<file path="config.mk">
export PLATFORM = sky130hd
export DESIGN_NAME = tdm_port
export DESIGN_NICKNAME = d
export VERILOG_FILES = /design/src/rtl/tdm_port.sv
export SDC_FILE = /design/constraint.sdc
export NUM_CORES = 1
export LEC_CHECK = 0
export CAP_MARGIN = 20
export CORE_UTILIZATION = 55
export DETAILED_ROUTE_END_ITERATION = 8
export DONT_BUFFER_PORTS = 1
export PLACE_DENSITY_LB_ADDON = 0.15
export SYNTH_ARGS = -nofsm -noshare
export SYNTH_HDL_FRONTEND = slang
export SYNTH_SLANG_ARGS = --single-unit
</file>
<file path="constraint.sdc">
create_clock -name mclk_in -period 4.3 [get_ports mclk_in]
set_input_delay 0.86 -clock mclk_in [delete_from_list [all_inputs] [get_ports mclk_in]]
set_output_delay 0.86 -clock mclk_in [all_outputs]
set_load 0.02 [all_outputs]
</file>
<file path="src/rtl/tdm_port.sv">
// tdm_port: I2S (MODE 0) / TDM-DSP (MODE 1) serial-audio port with sclk divider, frame marker,
// TX serialiser with ready/valid handshake and RX deserialiser. Define TDM_PORT_LOOPBACK_EN for loopback_in.
module tdm_port #(
  parameter int unsigned MODE          = 0,
  parameter int unsigned NUM_CH        = 2,
  parameter int unsigned SLOT_WIDTH    = 32,
  parameter int unsigned DATA_WIDTH    = 24,
  parameter int unsigned MCLK_DIV_SCLK = 4
) (
  input  logic                         mclk_in,
  input  logic                         arstn_in,
`ifdef TDM_PORT_LOOPBACK_EN
  input  logic                         loopback_in,
`endif
  output logic                         sclk_out,
  output logic                         fsync_out,
  input  logic                         sdata_in,
  output logic                         sdata_out,
  output logic [NUM_CH*DATA_WIDTH-1:0] rx_data_out,
  output logic                         rx_valid_out,
  input  logic [NUM_CH*DATA_WIDTH-1:0] tx_data_in,
  input  logic                         tx_valid_in,
  output logic                         tx_ready_out,
  output logic                         tx_underrun_out
);

  localparam int unsigned F     = NUM_CH * SLOT_WIDTH;
  localparam int unsigned W     = NUM_CH * DATA_WIDTH;
  localparam int unsigned HALF  = MCLK_DIV_SCLK / 2;
  localparam int unsigned DIV_W = (MCLK_DIV_SCLK > 2) ? $clog2(MCLK_DIV_SCLK) : 1;
  localparam int unsigned BIT_W = (F > 2) ? $clog2(F) : 1;

  if (MODE > 1) begin : g_bad_mode
    $error("tdm_port: MODE must be 0 or 1");
  end
  if (MODE == 0 && NUM_CH != 2) begin : g_bad_i2s_ch
    $error("tdm_port: NUM_CH must be 2 in I2S mode");
  end
  if (NUM_CH == 0 || F < 2) begin : g_bad_frame
    $error("tdm_port: frame must hold at least two sclk periods");
  end
  if (DATA_WIDTH == 0 || DATA_WIDTH > SLOT_WIDTH) begin : g_bad_width
    $error("tdm_port: DATA_WIDTH must be in 1..SLOT_WIDTH");
  end
  if (MCLK_DIV_SCLK < 2 || (MCLK_DIV_SCLK % 2) != 0) begin : g_bad_div
    $error("tdm_port: MCLK_DIV_SCLK must be even and at least 2");
  end

  logic [DIV_W-1:0] r_div;
  logic [DIV_W-1:0] w_div_d;
  logic [BIT_W-1:0] r_bit;
  logic [BIT_W-1:0] w_bit_d;
  logic             w_fall;
  logic             w_rise;
  logic             w_load;
  logic             w_frame_end;
  logic             w_sclk_d;
  logic             w_fsync_d;
  logic             w_rx_bit;

  logic             r_sclk;
  logic             r_fsync;
  logic             r_sdata;
  logic [F-1:0]     r_tx_sr;
  logic             r_tx_ready;
  logic             r_tx_underrun;
  logic [F-2:0]     r_rx_sr;
  logic [W-1:0]     r_rx_data;
  logic             r_rx_armed;
  logic             r_rx_upd;
  logic             r_rx_valid;

  logic [F-1:0]     w_tx_frame;
  logic [F-1:0]     w_rx_full;
  logic [W-1:0]     w_rx_data;

  // w_fall/w_rise flag the cycle whose closing edge enters d = 0 / d = DIV/2.
  always_comb begin
    w_fall  = (r_div == DIV_W'(MCLK_DIV_SCLK - 1));
    w_rise  = (r_div == DIV_W'(HALF - 1));
    w_div_d = w_fall ? '0 : r_div + 1'b1;
    w_bit_d = r_bit;
    if (w_fall) begin
      w_bit_d = (r_bit == BIT_W'(F - 1)) ? '0 : r_bit + 1'b1;
    end
    w_load      = w_fall && (w_bit_d == BIT_W'(1));
    w_frame_end = w_rise && (r_bit == '0);
    w_sclk_d    = (w_div_d >= DIV_W'(HALF));
    if (MODE == 0) begin
      w_fsync_d = (w_bit_d >= BIT_W'(SLOT_WIDTH));
    end else begin
      w_fsync_d = (w_bit_d == '0);
    end
  end

`ifdef TDM_PORT_LOOPBACK_EN
  assign w_rx_bit = loopback_in ? r_sdata : sdata_in;
`else
  assign w_rx_bit = sdata_in;
`endif

  // Frame vector bit F-1 is period 1 (slot 0 MSB); bit 0 is period 0 (last bit of the last slot).
  assign w_rx_full = {r_rx_sr, w_rx_bit};

  for (genvar c = 0; c < NUM_CH; c++) begin : g_ch
    for (genvar k = 0; k < DATA_WIDTH; k++) begin : g_bit
      assign w_tx_frame[F-1-(c*SLOT_WIDTH+k)]       = tx_data_in[c*DATA_WIDTH+DATA_WIDTH-1-k];
      assign w_rx_data[c*DATA_WIDTH+DATA_WIDTH-1-k] = w_rx_full[F-1-(c*SLOT_WIDTH+k)];
    end
    if (SLOT_WIDTH > DATA_WIDTH) begin : g_pad
      assign w_tx_frame[F-1-c*SLOT_WIDTH-DATA_WIDTH -: SLOT_WIDTH-DATA_WIDTH] = '0;
    end
  end

  always_ff @(posedge mclk_in or negedge arstn_in) begin
    if (!arstn_in) begin
      r_div   <= '0;
      r_bit   <= '0;
      r_sclk  <= 1'b0;
      r_fsync <= (MODE == 1);
    end else begin
      r_div   <= w_div_d;
      r_bit   <= w_bit_d;
      r_sclk  <= w_sclk_d;
      r_fsync <= w_fsync_d;
    end
  end

  // TX: load at the fall entering b = 1, otherwise shift on every fall.
  always_ff @(posedge mclk_in or negedge arstn_in) begin
    if (!arstn_in) begin
      r_sdata       <= 1'b0;
      r_tx_sr       <= '0;
      r_tx_ready    <= 1'b0;
      r_tx_underrun <= 1'b0;
    end else begin
      r_tx_ready    <= w_load;
      r_tx_underrun <= w_load & ~tx_valid_in;
      if (w_load) begin
        r_sdata <= tx_valid_in & w_tx_frame[F-1];
        r_tx_sr <= tx_valid_in ? {w_tx_frame[F-2:0], 1'b0} : '0;
      end else if (w_fall) begin
        r_sdata <= r_tx_sr[F-1];
        r_tx_sr <= {r_tx_sr[F-2:0], 1'b0};
      end
    end
  end

  // RX: the first b = 0 rise after reset only arms the capture; its frame is incomplete.
  always_ff @(posedge mclk_in or negedge arstn_in) begin
    if (!arstn_in) begin
      r_rx_sr    <= '0;
      r_rx_data  <= '0;
      r_rx_armed <= 1'b0;
      r_rx_upd   <= 1'b0;
      r_rx_valid <= 1'b0;
    end else begin
      r_rx_upd   <= w_frame_end & r_rx_armed;
      r_rx_valid <= r_rx_upd;
      if (w_rise) begin
        r_rx_sr <= w_rx_full[F-2:0];
      end
      if (w_frame_end) begin
        r_rx_armed <= 1'b1;
        if (r_rx_armed) begin
          r_rx_data <= w_rx_data;
        end
      end
    end
  end

  assign sclk_out        = r_sclk;
  assign fsync_out       = r_fsync;
  assign sdata_out       = r_sdata;
  assign rx_data_out     = r_rx_data;
  assign rx_valid_out    = r_rx_valid;
  assign tx_ready_out    = r_tx_ready;
  assign tx_underrun_out = r_tx_underrun;

endmodule
</file>
After elaboration in Yosys (flattened, before gate mapping):

Index checks and enable logic that the tools add are counted.

* flip-flop bits (word level): 191
* bits of input ports: 52
* output and inout bits: 54
* word-level logic and storage cells: 38

* $add $sub $neg: 2
* magnitude comparators: 2
* eq/ne operators: 4
* muxes and demuxes: 8
* bitwise logic cells: 4
* reductions and logical operators: 5

Operator list (number)
* $mux W64: 3
* $mux W6: 2
* $add A6 B1 Y6 const B: 1
* $eq A6 B1 Y1 const B: 1
* $eq A6 B6 Y1 const B: 1
* $ge A6 B6 Y1 const B: 1
* $logic_not A6 Y1: 1
* $and A1 B1 Y1: 3
* $add A2 B1 Y2 const B: 1
* $eq A2 B1 Y1 const B: 1
* $eq A2 B2 Y1 const B: 1
* $ge A2 B2 Y1 const B: 1
* $logic_and A1 B1 Y1: 2
* $mux W1: 2
* $mux W2: 1
* $reduce_and A2 Y1: 1
* $reduce_bool A2 Y1: 1
* $not A1 Y1: 1

Longest topological paths before layout:

Gate-level depths: netlist (run 1).

* word-level depth: 6
* gate-level depth with buffers: 9
* gate-level depth less buffers: 6

Least setup slack after synthesis (run 1):

No wires, ideal clock.

* path type: register to register
* from: register r_div[1]
* to: register r_tx_sr[24]
* library setup time: 0.079 ns
* data arrival time: 1.931 ns
* data required time: 4.221 ns
* setup slack: 2.290 ns
* stages on the path, launching flop included: 10
* buffers on the path: 3
* clock period less this slack: 2.010 ns
* cell sequence: dfrtp_1 -> ha_1 -> buf_4 -> nand4_1 -> a21oi_1 -> a41oi_1 -> nor3_2 -> buf_6 -> buf_6 -> mux2i_1

* longest elaborated chain between the ends: 5
* elaborated cells between the ends (all ways): 6
* those cells by class: eq/ne (2); mux (2); reduce/logical (2)

Ends and longest elaborated chain
* start: declaration: RTL line 49 `logic [DIV_W-1:0] r_div;`
* start signal: assignment: RTL line 122 `r_div <= w_div_d;`
* $eq A2 B2 Y1 *: RTL line 79 `w_fall = (r_div == DIV_W'(MCLK_DIV_SCLK - 1));`
* $mux W6: RTL line 83 `if (w_fall) begin`
* $eq A6 B1 Y1: RTL line 86 `w_load = w_fall && (w_bit_d == BIT_W'(1));`
* $logic_and A1 B1 Y1: RTL line 86
* $mux W64 or $reduce_bool A2 Y1 (tied branches)
* end signal: assignment: RTL line 141 `r_tx_sr <= tx_valid_in ? {w_tx_frame[F-2:0], 1'b0} : '0;`
* end signal: assignment: RTL line 144 `r_tx_sr <= {r_tx_sr[F-2:0], 1'b0};`
* end: declaration: RTL line 64 `logic [F-1:0] r_tx_sr;`

Every way passes the cells marked *; elsewhere a longest branch is shown, timed or not.
A chain may end at the register's enable or synchronous reset.

Worst setup path after layout (run 1):

* from: register r_div[1]
* to: register r_tx_sr[23]

The elaborated chain is that of the path after synthesis.

==> metrics.cfg, run 1 <==
[final_layout]
layout.nets=578
layout_commonest_cell=dfrtp_1
fillCellCount=1040
syn_to_final_growth_pct=9.91
layout_common_cells=dfrtp_1 (181), mux2i_1 (96), mux2_1 (81)
diodes=0
drive_above_1_share_pct=13.3

[pwr]
power_leakage_nw=3.87
clkPwrFrac_pct=48.3
power.internal_mw=2.80
total_power_mw=3.44
swShare_pct=18.5
p_comb_share_pct=1.1
switching_power_mw=0.636
power.density_mw_per_mm2=418
vdd_ir_drop_max_mv=0.272
p_seq_share_pct=50.6

[timing]
fin_skew_ns=0.00623
rsz0062_at_grt=no
setup_violations=0
slew_viol_final=0
max_slew.worst_pin.slew_ns=0.797
finalHoldViolations=0
min_period_ns=2.57
final.setup.worst_slack_ns=1.73
fmax_ghz=0.389
maxSlewHeadroom_pct=46.9
setup_tns_ns=0
post-route-period-util_pct=59.8

[detailed_routing]
postRouteAntennaNets=0
wl_per_cell_microns=16.2
drtIter0Drc=210
vias=3894
wl_microns=11500
vias_per_cell=5.49
drc=0
drtPass1Iterations=5

[floorplanning]
die_area_sq_mm=0.0141
die_h_microns=119
core_sq_mm=0.0132
initial_core_util_pct=56.6
die-width_microns=119
io_pins=106
rows=42

[synth]
netlist.area_leader.share_pct=60.5
yosysWarnings=0
synth.cell_area_sq_mm=0.00749
syn_avg_cell_area_sq_um=14.1
yosys.area.top_type=dfrtp_1
synth.net_count=587
syn_inst=531
ys_ff_latch=181
ys_seq_area_share_pct=60.5
yosys-top-cells-area=dfrtp_1 (60%), mux2i_1 (13%), mux2_1 (12%)
synth_cell_types=30

[clocking]
cts_max_level=4
ctsHoldBuffers=0
cts_buffer_depth=2
cts_tree=yes
clock_latency_ns=0.42
cts-resized-gates=0
clkTransAtPathRegs_ns=0.06
cts_setup_buffers=0
cts.sinks=181
cts_buffers=17
clockRootBuffer=clkbuf_16

[critical_path]
cp_num_buf_inv=2
path_class=reg2reg
end_kind=flop
ff2ff_setup_slack_ns=1.73
slowest_delay_ns=0.52
crit_family=buffers and inverters
slowest_stage=dfrtp_1
worstPathRequired_ns=4.64
cp_data_arrival_time_ns=2.91
reg2reg_to=r_tx_sr[23]
crit_path_max_fanout=37
cp-start-kind=flop
worstPathCellList=ha_4, inv_1, or3_1, nor3_4, buf_4, mux2i_1
r2r_cells=6
rr_startpoint=r_div[1]

[place]
place_congestion=0.678
io_buffers=0
dp_hpwl_microns=7120
place_ws_ns=1.73

[global_routing]
grt_usage_pct=18.1
grt.overflow.total=0
antenna_found_initial=0
grt_pass1_vias=4137
grt_max_degree=182
grt_pass1_wl_microns=20100

[outcome]
status=complete, no violations

[run]
max-cap-violations=0

[hold_path]
hold_class=in2async

[routing by layer]
metal	vias to the layer above	global-route usage, %	part of all wire, %
met3	16	5.89	5.5
met1	1960	23.2	46
met5	-	0	0
met4	0	7.59	1.6
met2	88	28.3	47
li1	1830	-	-
[power by group through the flow]
stage / combinational (mW) / clock [mW] / sequential, mW
after floorplan: 0.0367 / 0 / 1.77
after global placement: 0.0352 / 0 / 1.77
after detailed placement: 0.0373 / 0 / 1.77
after CTS: 0.0374 / 1.70 / 1.74
after global routing: 0.0426 / 1.77 / 1.74
final: 0.0364 / 1.66 / 1.74
[per-stage QoR]
stage / area [sq um] / util [%] / instances / hold WS [ns]
after CTS: 8230 / 62.2 / 709 / 0.116
after global placement: 7590 / 57.4 / 679 / 0.338
after global routing: 8230 / 62.2 / 709 / 0.114
after floorplan: 7490 / - / 531 / 0.331
after detailed placement: 7590 / 57.4 / 679 / 0.346
final: 8230 / 62.2 / 709 / 0.132
[synthesized netlist by cell type]
| library cell | n |
|---|---|
| ha_1 | 4 |
| nand2_1 | 60 |
| nor3_2 | 1 |
| nand2b_1 | 1 |
| nor4_1 | 1 |
| mux2_2 | 30 |
| mux2i_1 | 96 |
| buf_4 | 3 |
| buf_2 | 9 |
| o2bb2ai_1 | 8 |
| buf_6 | 4 |
| o21ai_1 | 2 |
| buf_1 | 6 |
| a31oi_1 | 1 |
| inv_2 | 3 |
| a32o_1 | 1 |
| a21oi_1 | 2 |
| nand4_1 | 4 |
| inv_1 | 5 |
| xnor2_1 | 4 |
| o31ai_1 | 2 |
| a2111oi_2 | 1 |
| mux2_1 | 81 |
| clkbuf_1 | 11 |
| a41oi_1 | 1 |
| or3_1 | 1 |
| nor2b_1 | 1 |
| nand3_1 | 1 |
| dfrtp_1 | 181 |
| nor2_1 | 6 |
[state kept, by name, indices dropped and copies added (netlist names)]
name / count
rx_valid_out: 1
r_rx_armed: 1
r_tx_sr: 55
tx_underrun_out: 1
r_div: 2
r_rx_upd: 1
r_rx_sr: 63
tx_ready_out: 1
r_bit: 6
rx_data_out: 48
fsync_out: 1
sdata_out: 1
[final cells by class]
class	count	area (sq um)	area share (%)
Clock buffer	21	460	5.59
Clock inverter	9	176	2.14
Inverter	8	30.0	0.365
Multi-Input combinational cell	309	2780	33.7
Sequential cell	181	4530	55.0
Tap cell	176	220	2.68
Timing Repair Buffer	5	37.5	0.456
[cells by family (layout without fill, tap and decap cells)]
kind of cell	after synthesis	in the layout	share of synthesized area, %
and+or+nand+nor	76	76	4.18
muxes	207	207	29.5
buffers and inverters	41	43	2.76
DFF	181	181	60.5
AOI/OAI and AO/OA	18	18	1.94
xor gates and xnor gates	4	4	0.468
adders and majority gates	4	4	0.668
[worst max-delay path by stage]
| stage | cells past startpoint | from | slack (ns) | to |
|---|---|---|---|---|
| floorplan | 9 | r_div[1] | 2.29 | r_tx_sr[24] |
| detailed placement | 6 | r_div[1] | 1.73 | r_tx_sr[23] |
| global route | 6 | r_div[1] | 1.55 | r_tx_sr[16] |
| global placement | 6 | r_div[1] | 1.82 | r_tx_sr[21] |
| finish | 6 | r_div[1] | 1.73 | r_tx_sr[23] |
| CTS | 6 | r_div[1] | 1.69 | r_tx_sr[23] |
No activity file was read; power rests on OpenSTA's default activity.
==> inputs of run 2 (changes only) <==
==> constraint.sdc (replaced) <==
create_clock -name mclk_in -period 2.39 [get_ports mclk_in]
set_input_delay 0.478 -clock mclk_in [delete_from_list [all_inputs] [get_ports mclk_in]]
set_output_delay 0.478 -clock mclk_in [all_outputs]
set_load 0.02 [all_outputs]
==> run 2 against run 1 <==
  * The flow now finishes with violations (negative hold slack)
  * Count of clock-buffer cells in the layout shrank 2
  * Final area grew 0.40%
  * Clock skew shrank 0.00067 ns
  * Cell count grew 0.42%
  * First-iteration DRC count shrank 0.48%
  * Fmax grew 16%
  * Utilization grew 0.25 points
  * Critical path depth is the same
==> metrics.cfg, run 2 (synthesized netlist as in run 1, its figures left out) <==
[outcome]
status=finished with violations  ; was complete, no violations
violations=negative hold slack

[place]
dp_hpwl_microns=7150  ; was 7120 microns
placed_area_sq_mm=0.00764  ; was 0.00759 sq mm
place_congestion=0.713  ; was 0.678
place_ws_ns=0.163  ; was 1.73 ns
io_buffers=0  ; unchanged

[clocking]
clkTransAtPathRegs_ns=0.06  ; about the same
cts-resized-gates=0  ; unchanged
cts_tree=yes  ; unchanged
cts_buffer_depth=2  ; unchanged
cts_max_level=4  ; unchanged
cts.sinks=181  ; unchanged
cts_buffers=17  ; unchanged
clockRootBuffer=clkbuf_16  ; unchanged
clock_latency_ns=0.42  ; about the same

[pwr]
switching_power_mw=1.22  ; was 0.636 mW
power.density_mw_per_mm2=736  ; was 418 mW/mm^2
swShare_pct=20.0  ; was 18.5%
total_power_mw=6.08  ; was 3.44 mW
p_seq_share_pct=51.5  ; was 50.6%
power_leakage_nw=3.89  ; was 3.87 nW
clkPwrFrac_pct=47.4  ; was 48.3%
power.internal_mw=4.86  ; was 2.80 mW
vdd_ir_drop_max_mv=0.389  ; was 0.272 mV
p_comb_share_pct=1.1  ; about the same

[run]
max-cap-violations=0  ; unchanged

[critical_path]
path_class=reg2reg  ; unchanged
crit_family=simple AND/OR/NAND/NOR gates  ; was buffers and inverters
crit_path_max_fanout=45  ; was 37
slowest_stage=dfrtp_1  ; unchanged
slowest_delay_ns=0.41  ; was 0.52 ns
worstPathCellList=ha_4, inv_1, or3_1, nor3_4, buf_12, mux2i_1  ; was ha_4, inv_1, or3_1, nor3_4, buf_4, mux2i_1
worstPathRequired_ns=2.73  ; was 4.64 ns
cp_num_buf_inv=2  ; unchanged
cp-start-kind=flop  ; unchanged
cp_data_arrival_time_ns=2.56  ; was 2.91 ns
end_kind=flop  ; unchanged

[timing]
fin_skew_ns=0.00557  ; was 0.00623 ns
setup_tns_ns=0  ; unchanged
final.setup.worst_slack_ns=0.169  ; was 1.73 ns
setup_violations=0  ; unchanged
fin_hold_ws_ns=-0.251  ; was 0.132 ns
post-route-period-util_pct=92.9  ; was 59.8%
finalHoldViolations=181  ; was 0
maxSlewHeadroom_pct=53.8  ; was 46.9%
slew_viol_final=0  ; unchanged
max_slew.worst_pin.slew_ns=0.694  ; was 0.797 ns
rsz0062_at_grt=no  ; unchanged
min_period_ns=2.22  ; was 2.57 ns
fmax_ghz=0.450  ; was 0.389 GHz

[floorplanning]
rows=42  ; unchanged
initial_core_util_pct=56.6  ; unchanged
die_h_microns=119  ; unchanged
die_area_sq_mm=0.0141  ; unchanged
die-width_microns=119  ; unchanged
core_sq_mm=0.0132  ; unchanged
io_pins=106  ; unchanged

[detailed_routing]
postRouteAntennaNets=0  ; unchanged
drtIter0Drc=209  ; was 210
drtPass1Iterations=4  ; was 5
wl_microns=11300  ; was 11500 microns
wl_per_cell_microns=15.9  ; was 16.2 microns
vias=3914  ; was 3894
drc=0  ; unchanged
vias_per_cell=5.50  ; was 5.49

[final_layout]
fillCellCount=1044  ; was 1040
layout_commonest_cell=dfrtp_1  ; unchanged
largest_reg_flops=63  ; unchanged
diodes=0  ; unchanged
drive_above_1_share_pct=14.2  ; was 13.3%
regMostFlops=r_rx_sr  ; unchanged
layout_common_cells=dfrtp_1 (181), mux2i_1 (96), mux2_1 (81)  ; unchanged
layout.nets=579  ; was 578
final_cell_area_sq_mm=0.00826  ; was 0.00823 sq mm
syn_to_final_growth_pct=10.3  ; was 9.91%

[global_routing]
grt.overflow.total=0  ; unchanged
grt_pass1_wl_microns=19600  ; was 20100 microns
grt_pass1_vias=3991  ; was 4137
grt_max_degree=182  ; unchanged
antenna_found_initial=0  ; unchanged
grt_usage_pct=17.8  ; was 18.1%

[hold_path]
hold_class=in2async  ; unchanged

## run 2: cell types whose count changed in the layout (fill, tap and decap cells not counted), sizes merged
cell	change
clkinvlp	+1
clkbuf	-2
clkinv	+1
bufinv	-2
inv	+4
buf	+1
## run 2: layer usage
metal,vias to the layer above,part of all wire [%],global-route usage [%]
met1,1965,45,22.6
met3,12,6.6,7.24
met2,91,47,27.3
met5,-,0,0
li1,1846,-,-
met4,0,1.3,6.65
## run 2: repair_timing
action,in CTS,in global routing
endpoints found under the setup margin,0,0
hold endpoints to repair,181,181
setup buffers,0,0
## run 2: area by class of cell
class | instances | area, sq um | area share, %
Timing Repair Buffer | 6 | 82.6 | 0.999
Multi-Input combinational cell | 309 | 2780 | 33.6
Tap cell | 176 | 220 | 2.66
Clock inverter | 13 | 171 | 2.07
Inverter | 8 | 30.0 | 0.363
Clock buffer | 19 | 453 | 5.48
Sequential cell | 181 | 4530 | 54.8
## run 2: worst paths after layout
kind	from	to	slack, ns	cells after the start
max in group asynchronous	arstn_in	r_rx_sr[9]	2.42	0
worst max-delay path	r_div[0]	r_tx_sr[16]	0.17	6
worst min-delay path	arstn_in	rx_data_out[9]	-0.25	0
worst max register to register	r_div[0]	r_tx_sr[16]	0.17	6
min in group mclk_in	tx_valid_in	tx_underrun_out	0.14	1
worst min register to register	r_rx_upd	rx_valid_out	0.36	0
## run 2: through the flow
| stage | utilization (%) | cells |
|---|---|---|
| after detailed placement | 57.7 | 680 |
| after global routing | 62.4 | 712 |
| after global placement | 57.7 | 680 |
| after CTS | 62.4 | 712 |
| after floorplan | - | 531 |
| final | 62.4 | 712 |
## run 2: power by group through the flow
stage	combinational [mW]	clock [mW]	sequential, mW
floorplan	0.0661	0	3.18
global route	0.0774	3.10	3.13
global placement	0.0634	0	3.19
finish	0.0665	2.88	3.13
detailed placement	0.0684	0	3.19
CTS	0.0683	2.97	3.13
==> inputs of run 3 (changes only) <==
--- a/config.mk
+++ b/config.mk
@@ -6,10 +6,10 @@
 export NUM_CORES = 1
 export LEC_CHECK = 0
 export CAP_MARGIN = 20
-export CORE_UTILIZATION = 55
+export CORE_UTILIZATION = 37
 export DETAILED_ROUTE_END_ITERATION = 8
 export DONT_BUFFER_PORTS = 1
-export PLACE_DENSITY_LB_ADDON = 0.15
+export PLACE_DENSITY = 0.61
 export SYNTH_ARGS = -nofsm -noshare
 export SYNTH_HDL_FRONTEND = slang
 export SYNTH_SLANG_ARGS = --single-unit
==> run 3 against run 2 <==
  * The flow still finishes with violations (negative hold slack)
  * Non-clock buffer count unchanged
  * Cell count increased by 13%
  * Clock power about the same
  * Setup slack improved by 0.036 ns
  * First-iteration DRC count decreased by 22%
  * Sequential cell count unchanged
  * Critical path type unchanged
  * Highest routed layer unchanged
==> metrics.cfg, run 3 (synthesized netlist as in run 1, its figures left out) <==
[detailed_routing]
drtPass1Iterations=4  ; unchanged
wl_met3_microns=745  ; was 746 microns
wl_met1_microns=5870  ; was 5080 microns
postRouteAntennaNets=0  ; unchanged
vias_per_cell=4.95  ; was 5.50
drc=0  ; unchanged
wl_microns=12600  ; was 11300 microns
vias=3966  ; was 3914
top_layer_used=met4  ; unchanged
wl_per_cell_microns=15.7  ; was 15.9 microns
wl_met2_microns=5790  ; was 5310 microns
drtIter0Drc=162  ; was 209

[clocking]
clockRootBuffer=clkbuf_16  ; unchanged
cts_setup_buffers=0  ; unchanged
cts-resized-gates=0  ; unchanged
cts_buffer_depth=2  ; unchanged
cts_buffers=17  ; unchanged
clkTransAtPathRegs_ns=0.07  ; was 0.06 ns
cts_tree=yes  ; unchanged
cts.sinks=181  ; unchanged
clock_latency_ns=0.43  ; was 0.42 ns
cts_max_level=4  ; unchanged

[critical_path]
cp-start-kind=flop  ; unchanged
cp.depth=6  ; unchanged
slowest_stage=dfrtp_1  ; unchanged
end_kind=flop  ; unchanged
path_class=reg2reg  ; unchanged
worstPathRequired_ns=2.73  ; about the same
worstPathCellList=inv_1, ha_1, or3_1, nor3_4, buf_12, mux2i_1  ; was ha_4, inv_1, or3_1, nor3_4, buf_12, mux2i_1
crit_family=simple AND/OR/NAND/NOR gates  ; unchanged
r2r_cells=6  ; unchanged
ff2ff_setup_slack_ns=0.21  ; was 0.17 ns
cp-endpoint=r_tx_sr[12]  ; was r_tx_sr[16]
cp_num_buf_inv=2  ; unchanged
startpoint=r_bit[0]  ; was r_div[0]
reg2reg_to=r_tx_sr[12]  ; was r_tx_sr[16]
slowest_delay_ns=0.43  ; was 0.41 ns
crit_path_max_fanout=57  ; was 45
rr_startpoint=r_bit[0]  ; was r_div[0]
cp_data_arrival_time_ns=2.52  ; was 2.56 ns

[floorplanning]
rows=51  ; was 42
core_sq_mm=0.0197  ; was 0.0132 sq mm
io_pins=106  ; unchanged
die-width_microns=144  ; was 119 microns
die_area_sq_mm=0.0208  ; was 0.0141 sq mm
die_h_microns=144  ; was 119 microns
initial_core_util_pct=38.1  ; was 56.6%

[final_layout]
drive_above_1_share_pct=14.0  ; was 14.2%
ff_latch_area_sq_mm=0.00453  ; unchanged
syn_to_final_growth_pct=11.6  ; was 10.3%
fin_cells=802  ; was 712
layout_commonest_cell=dfrtp_1  ; unchanged
regMostFlops=r_rx_sr  ; unchanged
largest_reg_flops=63  ; unchanged
layout_common_cells=dfrtp_1 (181), mux2i_1 (96), mux2_1 (81)  ; unchanged
layout.nets=579  ; unchanged
fillCellCount=1825  ; was 1044
multi_input_area_sq_mm=0.00278  ; unchanged

[timing]
post-route-period-util_pct=91.4  ; was 92.9%
rsz0062_at_grt=no  ; unchanged
setup_tns_ns=0  ; unchanged
fmax_ghz=0.458  ; was 0.450 GHz
max_slew.worst_pin.slew_ns=0.710  ; was 0.694 ns
slew_viol_final=0  ; unchanged
maxSlewHeadroom_pct=52.6  ; was 53.8%
finalHoldViolations=181  ; unchanged
setup_violations=0  ; unchanged
fin_hold_ws_ns=-0.257  ; was -0.251 ns
min_period_ns=2.18  ; was 2.22 ns
fin_skew_ns=0.0101  ; was 0.00557 ns

[global_routing]
grt_max_degree=182  ; unchanged
grt_usage_pct=13.2  ; was 17.8%
grt.overflow.total=0  ; unchanged
grt_pass1_vias=4137  ; was 3991
grt_pass1_wl_microns=21100  ; was 19600 microns
antenna_found_initial=1  ; was 0

[place]
place_congestion=0.690  ; was 0.713
dp_hpwl_microns=7810  ; was 7150 microns
io_buffers=0  ; unchanged
dp.cells=769  ; was 680

[run]
max-cap-violations=0  ; unchanged

[hold_path]
hold_class=in2async  ; unchanged

[pwr]
vdd_ir_drop_max_mv=0.479  ; was 0.389 mV
power_leakage_nw=3.88  ; was 3.89 nW
power.density_mw_per_mm2=726  ; was 736 mW/mm^2

[outcome]
status=finished with violations  ; unchanged
violations=negative hold slack  ; unchanged

-- run 3: changes by cell type in the layout (fill, tap and decap cells not counted) --
cell        before  now
clkinvlp_4       2    1
clkbuf_8         2    3
clkinv_2         1    0
bufinv_16        3    2
inv_6            4    5
diode_2          0    1
clkbuf_1         0    1
-- run 3: how the worst min path moves through the flow --
stage | start | endpoint | slack (ns) | cells past startpoint
after floorplan | arstn_in | fsync_out | 0.18 | 0
after global placement | arstn_in | rx_data_out[0] | 0.19 | 0
after detailed placement | arstn_in | rx_data_out[0] | 0.19 | 0
after CTS | arstn_in | r_rx_sr[57] | -0.28 | 0
after global routing | arstn_in | r_rx_sr[30] | -0.29 | 0
final | arstn_in | r_rx_sr[35] | -0.26 | 0
-- run 3: where the power goes --
group	switching [mW]	internal, mW	total (mW)
clock	1.22	1.65	2.87
combinational	0.0293	0.0382	0.0675
sequential	0.0246	3.10	3.13
total	1.28	4.79	6.07
-- run 3: area by class of cell --
cell class	count	area share, %
Timing Repair Buffer	6	0.988
Multi-Input combinational cell	309	33.2
Tap cell	265	3.97
Inverter	8	0.359
Sequential cell	181	54.2
Clock buffer	21	5.63
Antenna cell	1	0.0299
Clock inverter	11	1.65
-- run 3: per-layer routing --
metal | GRT usage (%) | vias up
li1 | - | 1841
met1 | 16.7 | 2008
met2 | 20.4 | 101
met3 | 4.37 | 16
met4 | 6.09 | 0
met5 | 0 | -
-- run 3: metrics by stage --
step	hold slack, ns	cell area [sq um]	util (%)	total power [mW]	worst slack (ns)
after detailed placement	0.187	7750	39.4	3.26	0.226
after global placement	0.186	7750	39.4	3.25	0.361
after CTS	-0.282	8360	42.5	6.16	0.208
after floorplan	0.182	7490	-	3.25	0.380
final	-0.257	8360	42.5	6.07	0.205
after global routing	-0.289	8360	42.5	6.32	0.0393
